$ cat src/rtl/bp_pkg.sv
// Shared types and constants for the branch predictor resolve path.
package bp_pkg;

    localparam int unsigned PC_W        = 32;
    localparam int unsigned INSTR_BYTES = 4;

    typedef struct packed {
        logic [PC_W-1:0] pc;
        logic            pred;
    } br_entry_t;

    typedef enum logic {
        BR_IDLE  = 1'b0,
        BR_FLUSH = 1'b1
    } br_state_t;

    // Sequential fall-through PC, wraps mod 2^PC_W.
    function automatic logic [PC_W-1:0] next_seq_pc(input logic [PC_W-1:0] pc);
        return PC_W'(pc + PC_W'(INSTR_BYTES));
    endfunction

endpackage

$ cat src/rtl/br_track_fifo.sv
// In-flight branch tracker: DEPTH-entry FIFO of {pc, pred} with synchronous clear.
// Push while full is accepted only if a pop happens in the same cycle.
module br_track_fifo
    import bp_pkg::*;
#(
    parameter int unsigned DEPTH = 4
) (
    input  logic                   clk,
    input  logic                   reset,
    input  logic                   push,
    input  br_entry_t              push_data,
    input  logic                   pop,
    input  logic                   clear,
    output logic [$clog2(DEPTH):0] count,
    output logic                   empty,
    output br_entry_t              head
);

    localparam int unsigned PTR_W = $clog2(DEPTH);
    localparam int unsigned CNT_W = PTR_W + 1;

    br_entry_t        mem_q [DEPTH];
    br_entry_t        mem_d [DEPTH];
    logic [PTR_W-1:0] wr_ptr_q, wr_ptr_d;
    logic [PTR_W-1:0] rd_ptr_q, rd_ptr_d;
    logic [CNT_W-1:0] count_q, count_d;
    logic             full_int;
    logic             push_acc;
    logic             pop_acc;

    assign full_int = (count_q == CNT_W'(DEPTH));
    assign empty    = (count_q == '0);
    assign count    = count_q;
    assign head     = mem_q[rd_ptr_q];
    assign pop_acc  = pop && !empty;
    assign push_acc = push && (!full_int || pop_acc);

    always_comb begin
        mem_d    = mem_q;
        wr_ptr_d = wr_ptr_q;
        rd_ptr_d = rd_ptr_q;
        count_d  = count_q;
        if (clear) begin
            wr_ptr_d = '0;
            rd_ptr_d = '0;
            count_d  = '0;
        end else begin
            if (push_acc) begin
                mem_d[wr_ptr_q] = push_data;
                wr_ptr_d        = wr_ptr_q + PTR_W'(1);
            end
            if (pop_acc) begin
                rd_ptr_d = rd_ptr_q + PTR_W'(1);
            end
            if (push_acc && !pop_acc) begin
                count_d = count_q + CNT_W'(1);
            end else if (pop_acc && !push_acc) begin
                count_d = count_q - CNT_W'(1);
            end
        end
    end

    always_ff @(posedge clk or posedge reset) begin
        if (reset) begin
            mem_q    <= '{default: '0};
            wr_ptr_q <= '0;
            rd_ptr_q <= '0;
            count_q  <= '0;
        end else begin
            mem_q    <= mem_d;
            wr_ptr_q <= wr_ptr_d;
            rd_ptr_q <= rd_ptr_d;
            count_q  <= count_d;
        end
    end

endmodule

$ cat src/rtl/branch_resolve_unit.sv
// Resolve side of the 2-bit branch predictor: tracks predictions, updates the predictor,
// flushes and redirects on mispredict. BRANCH_STATS_EN adds resolution/mispredict counters.
module branch_resolve_unit
    import bp_pkg::*;
#(
    parameter int unsigned DEPTH        = 4,
    parameter int unsigned FLUSH_CYCLES = 2
) (
    input  logic            clk,
    input  logic            reset,
    input  logic            br_push,
    input  logic [PC_W-1:0] br_pc,
    input  logic            br_pred,
    output logic            full,
    input  logic            ex_valid,
    input  logic            ex_taken,
    input  logic [PC_W-1:0] ex_target,
    output logic            upd_valid,
    output logic            upd_actual,
    output logic [PC_W-1:0] upd_pc,
    output logic            flush,
    output logic [PC_W-1:0] redirect_pc,
    output logic            err_underflow
`ifdef BRANCH_STATS_EN
    ,
    output logic [31:0]     stat_branches,
    output logic [31:0]     stat_mispred
`endif
);

    localparam int unsigned CNT_W = $clog2(DEPTH) + 1;
    localparam int unsigned FC_W  = $clog2(FLUSH_CYCLES + 1);

    br_state_t       state_q, state_d;
    logic [FC_W-1:0] fcnt_q, fcnt_d;

    logic [CNT_W-1:0] trk_count;
    logic             trk_empty;
    br_entry_t        trk_head;
    br_entry_t        push_entry;

    logic in_idle, resolve, mispred, underflow;

    logic            upd_valid_q, upd_valid_d;
    logic            upd_actual_q, upd_actual_d;
    logic [PC_W-1:0] upd_pc_q, upd_pc_d;
    logic            flush_q, flush_d;
    logic [PC_W-1:0] redirect_pc_q, redirect_pc_d;
    logic            err_q, err_d;

    assign in_idle    = (state_q == BR_IDLE);
    assign resolve    = in_idle && ex_valid && !trk_empty;
    assign underflow  = in_idle && ex_valid && trk_empty;
    assign mispred    = resolve && (trk_head.pred != ex_taken);
    assign push_entry = '{pc: br_pc, pred: br_pred};
    assign full       = (trk_count == CNT_W'(DEPTH));

    // Mispredict clears younger wrong-path entries, overriding any same-cycle push.
    br_track_fifo #(.DEPTH(DEPTH)) u_track (
        .clk       (clk),
        .reset     (reset),
        .push      (in_idle && br_push),
        .push_data (push_entry),
        .pop       (resolve),
        .clear     (mispred),
        .count     (trk_count),
        .empty     (trk_empty),
        .head      (trk_head)
    );

    always_ff @(posedge clk or posedge reset) begin
        if (reset) begin
            state_q <= BR_IDLE;
            fcnt_q  <= '0;
        end else begin
            state_q <= state_d;
            fcnt_q  <= fcnt_d;
        end
    end

    // Flush window length set by a down-counter loaded on mispredict.
    always_comb begin
        state_d = state_q;
        fcnt_d  = fcnt_q;
        case (state_q)
            BR_IDLE: begin
                if (mispred) begin
                    state_d = BR_FLUSH;
                    fcnt_d  = FC_W'(FLUSH_CYCLES - 1);
                end
            end
            BR_FLUSH: begin
                if (fcnt_q == '0) begin
                    state_d = BR_IDLE;
                end else begin
                    fcnt_d = fcnt_q - FC_W'(1);
                end
            end
            default: state_d = BR_IDLE;
        endcase
    end

    always_comb begin
        upd_valid_d   = resolve;
        upd_actual_d  = upd_actual_q;
        upd_pc_d      = upd_pc_q;
        flush_d       = (state_d == BR_FLUSH);
        redirect_pc_d = redirect_pc_q;
        err_d         = err_q | underflow;
        if (resolve) begin
            upd_actual_d = ex_taken;
            upd_pc_d     = trk_head.pc;
        end
        if (mispred) begin
            redirect_pc_d = ex_taken ? ex_target : next_seq_pc(trk_head.pc);
        end
    end

    always_ff @(posedge clk or posedge reset) begin
        if (reset) begin
            upd_valid_q   <= 1'b0;
            upd_actual_q  <= 1'b0;
            upd_pc_q      <= '0;
            flush_q       <= 1'b0;
            redirect_pc_q <= '0;
            err_q         <= 1'b0;
        end else begin
            upd_valid_q   <= upd_valid_d;
            upd_actual_q  <= upd_actual_d;
            upd_pc_q      <= upd_pc_d;
            flush_q       <= flush_d;
            redirect_pc_q <= redirect_pc_d;
            err_q         <= err_d;
        end
    end

    assign upd_valid     = upd_valid_q;
    assign upd_actual    = upd_actual_q;
    assign upd_pc        = upd_pc_q;
    assign flush         = flush_q;
    assign redirect_pc   = redirect_pc_q;
    assign err_underflow = err_q;

`ifdef BRANCH_STATS_EN
    logic [31:0] stat_branches_q, stat_branches_d;
    logic [31:0] stat_mispred_q, stat_mispred_d;

    // Saturating event counters.
    always_comb begin
        stat_branches_d = stat_branches_q;
        stat_mispred_d  = stat_mispred_q;
        if (resolve && (stat_branches_q != 32'hFFFF_FFFF)) begin
            stat_branches_d = stat_branches_q + 32'd1;
        end
        if (mispred && (stat_mispred_q != 32'hFFFF_FFFF)) begin
            stat_mispred_d = stat_mispred_q + 32'd1;
        end
    end

    always_ff @(posedge clk or posedge reset) begin
        if (reset) begin
            stat_branches_q <= '0;
            stat_mispred_q  <= '0;
        end else begin
            stat_branches_q <= stat_branches_d;
            stat_mispred_q  <= stat_mispred_d;
        end
    end

    assign stat_branches = stat_branches_q;
    assign stat_mispred  = stat_mispred_q;
`endif

endmodule

$ cat config.mk
export PLATFORM = sky130hd
export DESIGN_NAME = branch_resolve_unit
export DESIGN_NICKNAME = d
export VERILOG_FILES = /design/src/rtl/bp_pkg.sv /design/src/rtl/br_track_fifo.sv /design/src/rtl/branch_resolve_unit.sv
export SDC_FILE = /design/constraint.sdc
export NUM_CORES = 1
export LEC_CHECK = 0
export CORE_MARGIN = 2
export CORE_UTILIZATION = 55
export DETAILED_ROUTE_END_ITERATION = 10
export PLACE_DENSITY_LB_ADDON = 0.08
export RECOVER_POWER = 100
export SLEW_MARGIN = 20
export SYNTH_ARGS = -nofsm -noshare
export SYNTH_HDL_FRONTEND = slang
export SYNTH_SLANG_ARGS = --single-unit
$ cat constraint.sdc
create_clock -name clk -period 10.7 [get_ports clk]
set_input_delay 2.675 -clock clk [delete_from_list [all_inputs] [get_ports clk]]
set_output_delay 2.675 -clock clk [all_outputs]
set_load 0.03 [all_outputs]
==> results.sh, run 1 <==
export IMPL_status="finished, violations left"
export IMPL_violations="DRC, capacitance limit, slew limit"
export IMPL_slew_headroom_pct=-82.7
export IMPL_start_kind="input port"
export IMPL_cts_htree_levels=1
export IMPL_max_freq_ghz=0.124
export IMPL_regArea_um2=5230
export IMPL_grt_max_degree=159
export IMPL_rrSetupSlack_ns=4.78
export IMPL_vias=6484
export IMPL_hpwl_um=15800
export IMPL_hold_viol=0
export IMPL_end_kind="flip-flop"
export IMPL_fill_cells=1419
export IMPL_rows=49
export IMPL_synth_cells=762
export IMPL_multiInputGateArea_um2=4160
export IMPL_ys_seq_elements=209
export IMPL_p_per_area_nw_per_um2=332
export IMPL_clock_root_buffer="clkbuf_16"
export IMPL_grt_pass1_wl_um=38600
export IMPL_cp_required_ns=11.06
export IMPL_clk_pin_slew_worst_paths_ns=0.06
export IMPL_cts_tree="yes"
export IMPL_die_area_um2=19600
export IMPL_initial_utilization_pct=56.3
export IMPL_postRouteAntennaNets=0
export IMPL_drt_pass1_iterations=8
export IMPL_syn_area_um2=10200
export IMPL_antenna_cells=0
export IMPL_grt_util_all_layers_pct=24.8
export IMPL_cp_arrival_ns=8.43
export IMPL_syn2layout_area_growth_pct=16.6
export IMPL_tightest_slew_ns=2.74
export IMPL_slew_viol_final=95
export IMPL_insertion_delay_ns=0.50
export IMPL_grt_pass1_vias=6909
export IMPL_port_buffers=138
export IMPL_die_h_um=140
export IMPL_max_cap_violations=2
export IMPL_cts_repair_resized=0
export IMPL_overflow=0
export IMPL_drt_iter0_drc=388
export IMPL_dp_slack_ns=3.38
export IMPL_viasPerCell=5.73
export IMPL_clkSinkCount=209
export IMPL_drive_gt1_share_pct=9.52
export IMPL_setup_slack_ns=2.63
export IMPL_path_class="in -> reg"
export IMPL_period_share_pct=75.4
export IMPL_mostFrequentLayoutCell="dfrtp_1"
export IMPL_final_nets=966
export IMPL_post_cts_repair_setup_buffers=0
export IMPL_gp_congestion=0.878
export IMPL_p_leak_uw=0.00524
export IMPL_ir_drop_v=0.000160
export IMPL_layout_common_cells="dfrtp_1 (208), nand2_1 (122), mux2_1 (115), dlygate4sd3_1 (71), clkdlybuf4s50_1 (67)"
export IMPL_wl_per_cell_um=20.7
export IMPL_hold_buffers=0
export IMPL_cts_max_path_buffers=3
export IMPL_core_area_um2=18100
export IMPL_die_w_um=140
export IMPL_setup_violations=0
export IMPL_min_path_type="reg -> reg"
export IMPL_power_uw=3940
export IMPL_fin_skew_ns=0.00642
export IMPL_ys_types=47
export IMPL_cts_buffers=23
export IMPL_syn_mean_instance_area_um2=13.4
export IMPL_rsz0062_at_grt="no"
export IMPL_pin_count=139
export IMPL_fin_tns_setup_ns=0
export IMPL_worstPathMaxFanout=41
export IMPL_yosysWarnings=0
export IMPL_synth_seq_area_share_pct=51.4
export IMPL_wl_um=23500
export IMPL_fin_crit_ns=8.07
export IMPL_hold_ws_ns=0.460
export IMPL_antenna_found_initial=0
export IMPL_drc=16
export IMPL_syn_num_nets=839
==> report_power, final <==
group,total (µW),internal [µW],leakage [µW],switching [µW]
combinational,1780,744,0.00236,1040
clock,754,453,0.000350,301
sequential,1400,1190,0.00252,215
total,3940,2380,0.00524,1550
==> synthesized netlist by cell type (all sizes together) <==
| master | number | area, µm² |
|---|---|---|
| dfrtp | 209 | 5230 |
| mux2 | 133 | 1950 |
| nand2 | 126 | 503 |
| nor2 | 38 | 145 |
| mux4 | 33 | 788 |
| buf | 26 | 246 |
| o21ai | 25 | 125 |
| xor2 | 25 | 219 |
| a21oi | 20 | 100 |
| nand3 | 18 | 90.1 |
| clkbuf | 15 | 66.3 |
| o22ai | 14 | 87.6 |
| inv | 12 | 45.0 |
| nand4 | 11 | 83.8 |
| xnor2 | 8 | 77.6 |
| ha | 6 | 75.1 |
| and3 | 5 | 31.3 |
| a22oi | 4 | 30.0 |
| and2 | 4 | 25.0 |
| nor3 | 4 | 20.0 |
| mux2i | 3 | 30.0 |
| nand2b | 3 | 18.8 |
| nor2b | 3 | 18.8 |
| nor4 | 3 | 48.8 |
| a21o | 2 | 15.0 |
| a31oi | 2 | 12.5 |
| o211ai | 2 | 15.0 |
| o221ai | 2 | 17.5 |
| a211oi | 1 | 7.51 |
| a22o | 1 | 8.76 |
| fa | 1 | 20.0 |
| nor3b | 1 | 7.51 |
| nor4b | 1 | 8.76 |
| or4b | 1 | 13.8 |
==> layout make-up <==
type	count	share of cell area (%)
Clock buffer	35	5.65
Clock inverter	4	0.401
Inverter	12	0.485
Multi-Input combinational cell	500	35.1
Sequential cell	209	44.1
Tap cell	229	2.41
Timing Repair Buffer	143	11.9
==> flip-flops by register name, summed over array words and instances (netlist names), 2 cells and up <==
register and flops:
u_track.count 3, u_track.mem_q 132, upd_pc 32, u_track.rd_ptr_q 2, fcnt_q 2, redirect_pc 32
u_track.wr_ptr_q 2
==> layer usage <==
layer  wire, µm  vias to the layer above  track usage, %
met5          0                        -               0
met3       1200                       27            3.76
met1      11000                     3337            36.9
met2      10900                      178            38.9
met4        396                        0            5.95
li1           -                     2942               -
==> worst paths after layout <==
kind / start / to / cells after the start
max: ex_valid / u_track.mem_q[118]$_DFFE_PP0P_ / 8
min: err_underflow$_DFF_PP0_ / err_underflow$_DFF_PP0_ / 1
max reg2reg: u_track.count[1]$_DFFE_PP0P_ / u_track.mem_q[118]$_DFFE_PP0P_ / 7
min reg2reg: err_underflow$_DFF_PP0_ / err_underflow$_DFF_PP0_ / 1
max in group asynchronous: reset / u_track.mem_q[79]$_DFFE_PP0P_ / 3
min in group asynchronous: reset / redirect_pc[6]$_DFFE_PP0P_ / 2
==> critical path: stages <==
cell and delay, ns:
dlygate4sd3_1 0.56, nor2b_1 0.16, nand2b_1 1.16, inv_1 1.09, nand2b_1 1.22, and2_0 0.59, nand2_4 0.45, mux2_1 0.48
==> per-stage QoR <==
step | utilization, % | std cells | area [µm²]
after floorplan | - | 762 | 10200
after global placement | 64.1 | 1093 | 11600
after detailed placement | 64.1 | 1093 | 11600
after CTS | 68.0 | 1132 | 12300
after global routing | 65.6 | 1132 | 11900
final | 65.6 | 1132 | 11900
==> cell families (layout without fill, tap and decap cells) <==
family	count (synthesis)	after routing	share of synthesized area [%]
compound gates	73	73	4.12
xor+xnor	33	33	2.91
fa+ha+maj	7	7	0.934
buf+inv	53	194	3.52
flops	209	209	51.4
mux	169	169	27.2
simple gates	218	218	9.97
(Power assumes the default switching activity.)
==> run 2, diff against run 1 <==
==> constraint.sdc (replaced) <==
create_clock -name clk -period 8.2 [get_ports clk]
set_input_delay 2.05 -clock clk [delete_from_list [all_inputs] [get_ports clk]]
set_output_delay 2.05 -clock clk [all_outputs]
set_load 0.03 [all_outputs]
==> results.sh, run 2 (same netlist as run 1, synthesis figures left out) <==
export IMPL_viasPerCell=5.69
export IMPL_cts_buffers=23
export IMPL_max_freq_ghz=0.158
export IMPL_worstPathMaxFanout=41
export IMPL_wl_met2_um=11000
export IMPL_grt_util_all_layers_pct=24.8
export IMPL_post_cts_repair_setup_buffers=0
export IMPL_drt_pass1_iterations=11
export IMPL_critPathBufInv=3
export IMPL_crit_family="simple AND/OR/NAND/NOR gates"
export IMPL_hold_ws_ns=0.456
export IMPL_cts_repair_resized=0
export IMPL_slew_viol_final=197
export IMPL_final_nets=967
export IMPL_overflow=0
export IMPL_rsz0062_at_grt="no"
export IMPL_max_cap_violations=2
export IMPL_power_switching_uw=2040
export IMPL_regToRegStartpoint="u_track.count[1]$_DFFE_PP0P_"
export IMPL_p_per_area_nw_per_um2=438
export IMPL_antenna_cells=0
export IMPL_setup_violations=0
export IMPL_path_cells="dlygate4sd3_1, nor2b_1, nand2b_2, buf_4, inv_1, nand2b_1, and2_0, nand2_4, mux2_2"
export IMPL_vias=6463
export IMPL_wl_met1_um=10700
export IMPL_crit_start="ex_valid"
export IMPL_drc=16
export IMPL_mostFrequentLayoutCell="dfrtp_1"
export IMPL_grt_pass1_wl_um=38500
export IMPL_status="finished, violations left"
export IMPL_largest_reg_flops=132
export IMPL_top_layer_used="met4"
export IMPL_rows=49
export IMPL_hold_viol=0
export IMPL_drt_iter0_drc=344
export IMPL_violations="DRC, capacitance limit, slew limit"
export IMPL_clk_pin_slew_worst_paths_ns=0.06
export IMPL_p_leak_uw=0.00528
export IMPL_grt_pass1_vias=6866
export IMPL_instances_no_fill=1136
export IMPL_drive_gt1_share_pct=10.4
export IMPL_period_share_pct=77.2
export IMPL_rrSetupSlack_ns=3.50
export IMPL_power_uw=5230
export IMPL_cts_max_path_buffers=3
export IMPL_p_clk_share_pct=20.7
export IMPL_die_area_um2=19600
export IMPL_hold_depth=1
export IMPL_place_inst=1094
export IMPL_cp_required_ns=8.58
export IMPL_fin_crit_ns=6.33
export IMPL_layout_common_cells="dfrtp_1 (208), nand2_1 (122), mux2_1 (115), dlygate4sd3_1 (72), clkdlybuf4s50_1 (66)"
export IMPL_wl_um=23500
export IMPL_slowest_delay_ns=0.97
export IMPL_clkSinkCount=209
export IMPL_slew_headroom_pct=-118
export IMPL_fin_tns_setup_ns=0
export IMPL_fin_skew_ns=0.0247
export IMPL_wl_met3_um=1390
export IMPL_path_class="in -> reg"
export IMPL_die_w_um=140
export IMPL_initial_utilization_pct=56.3
export IMPL_p_int_uw=3190
export IMPL_ir_drop_v=0.000201
export IMPL_cp_arrival_ns=6.71
export IMPL_grt_max_degree=159
export IMPL_hold_buffers=0
export IMPL_cp_slowest_cell="nand2b_1"
export IMPL_gp_congestion=0.887
export IMPL_cts_tree="yes"
export IMPL_wl_per_cell_um=20.6
export IMPL_min_from="err_underflow$_DFF_PP0_"
export IMPL_tightest_slew_ns=3.27
export IMPL_syn2layout_area_growth_pct=17.3
export IMPL_cp_num_cells=9
export IMPL_regMostFlops="u_track.mem_q"
export IMPL_p_sw_share_pct=39.1
export IMPL_start_kind="input port"
export IMPL_final_util_pct=66.0
export IMPL_clock_root_buffer="clkbuf_16"
export IMPL_port_buffers=138
export IMPL_reg2reg_depth=8
export IMPL_antenna_found_initial=0
export IMPL_end_kind="flip-flop"
export IMPL_min_path_type="reg -> reg"
export IMPL_seqPwrFrac_pct=35.0
export IMPL_cts_htree_levels=1
export IMPL_hpwl_um=15700
export IMPL_insertion_delay_ns=0.52
export IMPL_die_h_um=140
export IMPL_combPwrFrac_pct=44.4
export IMPL_pin_count=139
export IMPL_postRouteAntennaNets=0
export IMPL_core_area_um2=18100
[run 2: changes by cell type in the layout (fill, tap and decap cells not counted), sizes merged]
cell	change
bufinv	+2
clkinv	+2
clkbuf	-1
clkdlybuf4s50	-1
dlygate4sd3	+1
inv	+1
[run 2: power by group through the flow]
stage               logic, µW  registers, µW  clock network (µW)
floorplan                1670           2070                   0
global placement         2620           1820                   0
detailed placement       2670           1860                   0
CTS                      2690           1850                1100
global route             2510           1890                1150
finish                   2320           1830                1080
[run 2: cell type report]
type,count,area (µm²)
multi-input combinational,500,4160
fill,1407,6140
clock buffer,33,673
sequential,209,5230
tap,229,287
inverter,12,48.8
clock inverter,9,124
timing repair buffer,144,1420
[run 2: through the flow]
step	setup WS (ns)	instance area, µm²
floorplan	0.441	10200
global placement	2.07	11600
detailed placement	1.97	11600
CTS	2.49	12400
global route	1.56	11900
finish	1.87	11900
[run 2: worst paths after layout]
path / endpoint
min in group asynchronous: redirect_pc[2]$_DFFE_PP0P_
worst max register to register: u_track.mem_q[70]$_DFFE_PP0P_
worst min-delay path: err_underflow$_DFF_PP0_
max in group asynchronous: u_track.mem_q[78]$_DFFE_PP0P_
worst max-delay path: u_track.mem_q[66]$_DFFE_PP0P_
worst min register to register: err_underflow$_DFF_PP0_
[run 2: per-layer routing]
layer,vias up,GRT usage (%)
li1,2955,-
met2,187,38.8
met3,35,3.79
met4,0,5.48
met1,3286,37.2
met5,-,0
==> run 3, diff against run 2 <==
--- a/config.mk
+++ b/config.mk
@@ -6,7 +6,7 @@
 export NUM_CORES = 1
 export LEC_CHECK = 0
 export CORE_MARGIN = 2
-export CORE_UTILIZATION = 55
+export CORE_UTILIZATION = 50
 export DETAILED_ROUTE_END_ITERATION = 10
 export PLACE_DENSITY_LB_ADDON = 0.08
 export RECOVER_POWER = 100
==> constraint.sdc (replaced) <==
create_clock -name clk -period 5.5 [get_ports clk]
set_input_delay 1.375 -clock clk [delete_from_list [all_inputs] [get_ports clk]]
set_output_delay 1.375 -clock clk [all_outputs]
set_load 0.03 [all_outputs]
==> results.sh, run 3 (same netlist as run 1, synthesis figures left out) <==
export IMPL_period_share_pct=75.4
export IMPL_drc=0
export IMPL_largest_reg_flops=132
export IMPL_initial_utilization_pct=50.6
export IMPL_drive_gt1_share_pct=10.6
export IMPL_slew_headroom_pct=-26.2
export IMPL_grt_util_all_layers_pct=23.6
export IMPL_mostFrequentLayoutCell="dfrtp_1"
export IMPL_power_uw=7770
export IMPL_postRouteAntennaNets=0
export IMPL_grt_pass1_vias=6966
export IMPL_insertion_delay_ns=0.50
export IMPL_viasPerCell=5.48
export IMPL_clkSinkCount=209
export IMPL_antenna_cells=0
export IMPL_slew_viol_final=77
export IMPL_cts_buffers=22
export IMPL_grt_pass1_wl_um=40100
export IMPL_final_nets=972
export IMPL_fin_tns_setup_ns=0
export IMPL_core_area_um2=20100
export IMPL_cts_tree="yes"
export IMPL_hpwl_um=16400
export IMPL_antenna_found_initial=0
export IMPL_start_kind="input port"
export IMPL_p_leak_uw=0.00530
export IMPL_hold_buffers=0
export IMPL_cts_repair_resized=0
export IMPL_path_class="in -> reg"
export IMPL_gp_congestion=0.775
export IMPL_worstPathMaxFanout=36
export IMPL_die_w_um=147
export IMPL_syn2layout_area_growth_pct=18.1
export IMPL_overflow=0
export IMPL_port_buffers=138
export IMPL_grt_max_degree=84
export IMPL_wl_per_cell_um=20.8
export IMPL_drt_iter0_drc=470
export IMPL_post_cts_repair_setup_buffers=0
export IMPL_fin_skew_ns=0.00541
export IMPL_tightest_slew_ns=1.89
export IMPL_end_kind="flip-flop"
export IMPL_die_h_um=147
export IMPL_cts_max_path_buffers=3
export IMPL_hold_viol=0
export IMPL_clk_pin_slew_worst_paths_ns=0.06
export IMPL_max_cap_violations=2
export IMPL_vias=6477
export IMPL_status="finished, violations left"
export IMPL_layout_common_cells="dfrtp_1 (209), nand2_1 (122), mux2_1 (118), dlygate4sd3_1 (71), clkdlybuf4s50_1 (67)"
export IMPL_violations="capacitance limit, slew limit"
export IMPL_max_freq_ghz=0.241
export IMPL_die_area_um2=21500
export IMPL_rsz0062_at_grt="no"
export IMPL_setup_violations=0
export IMPL_fin_crit_ns=4.15
export IMPL_cp_required_ns=5.88
export IMPL_cp_arrival_ns=4.53
export IMPL_pin_count=139
export IMPL_cts_htree_levels=1
export IMPL_wl_um=24500
export IMPL_ir_drop_v=0.000310
export IMPL_p_per_area_nw_per_um2=646
export IMPL_rows=52
export IMPL_final_util_pct=59.8
export IMPL_min_path_type="reg -> reg"
export IMPL_clock_root_buffer="clkbuf_16"
export IMPL_drt_pass1_iterations=4
export IMPL_regMostFlops="u_track.mem_q"
## run 3: cell count changes in the layout (fill, tap and decap cells not counted), sizes merged
cell,before,now
clkdlybuf4s50,66,67
dlygate4sd3,72,71
inv,12,11
bufinv,3,1
clkinv,5,3
clkbuf,36,39
buf,3,9
## run 3: layer usage
| layer | GRT usage (%) | wire, µm | up-vias |
|---|---|---|---|
| met3 | 4.06 | 1300 | 33 |
| met5 | 0 | 0 | - |
| met2 | 37.5 | 11500 | 183 |
| li1 | - | - | 2964 |
| met4 | 6.12 | 473 | 0 |
| met1 | 34.1 | 11300 | 3297 |
## run 3: final cells by class
type | count | area (µm²)
well taps | 270 | 338
fillers | 1643 | 8080
repair buffers | 150 | 1470
multi-input cells | 500 | 4150
clock inverters | 4 | 45.0
inverters | 12 | 46.3
clock buffers | 36 | 744
flip-flops and latches | 209 | 5230
## run 3: worst paths after layout
kind | start | end | slack [ns] | depth (start not counted)
worst min-delay path | err_underflow$_DFF_PP0_ | err_underflow$_DFF_PP0_ | 0.46 | 1
worst max register to register | u_track.rd_ptr_q[0]$_DFFE_PP0P_ | fcnt_q[0]$_DFFE_PP0P_ | 1.40 | 6
worst min register to register | err_underflow$_DFF_PP0_ | err_underflow$_DFF_PP0_ | 0.46 | 1
min in group asynchronous | reset | redirect_pc[4]$_DFFE_PP0P_ | 1.78 | 2
max in group asynchronous | reset | u_track.mem_q[28]$_DFFE_PP0P_ | 1.64 | 3
worst max-delay path | ex_valid | redirect_pc[29]$_DFFE_PP0P_ | 1.35 | 8
## run 3: per-stage QoR
stage / hold slack [ns] / setup slack [ns] / std cells / cell area, µm²
floorplan: 0.469 / 1.41 / 762 / 10200
global placement: 0.444 / 1.66 / 1141 / 11700
detailed placement: 0.451 / 1.57 / 1141 / 11700
CTS: 0.466 / 1.96 / 1181 / 12500
global route: 0.502 / 1.07 / 1181 / 12000
finish: 0.455 / 1.35 / 1181 / 12000
## run 3: power by group
group	leakage (µW)	internal (µW)	switching, µW
combinational	0.00237	1450	1970
sequential	0.00253	2310	476
clock	0.000397	967	599
## run 3: critical path, stage by stage
cell and delay (ns):
dlygate4sd3_1 0.54, nor2b_1 0.21, nand2b_2 0.09, inv_1 0.08
clkbuf_1 1.36, o21ai_0 0.47, a22oi_1 0.29, o21ai_0 0.10
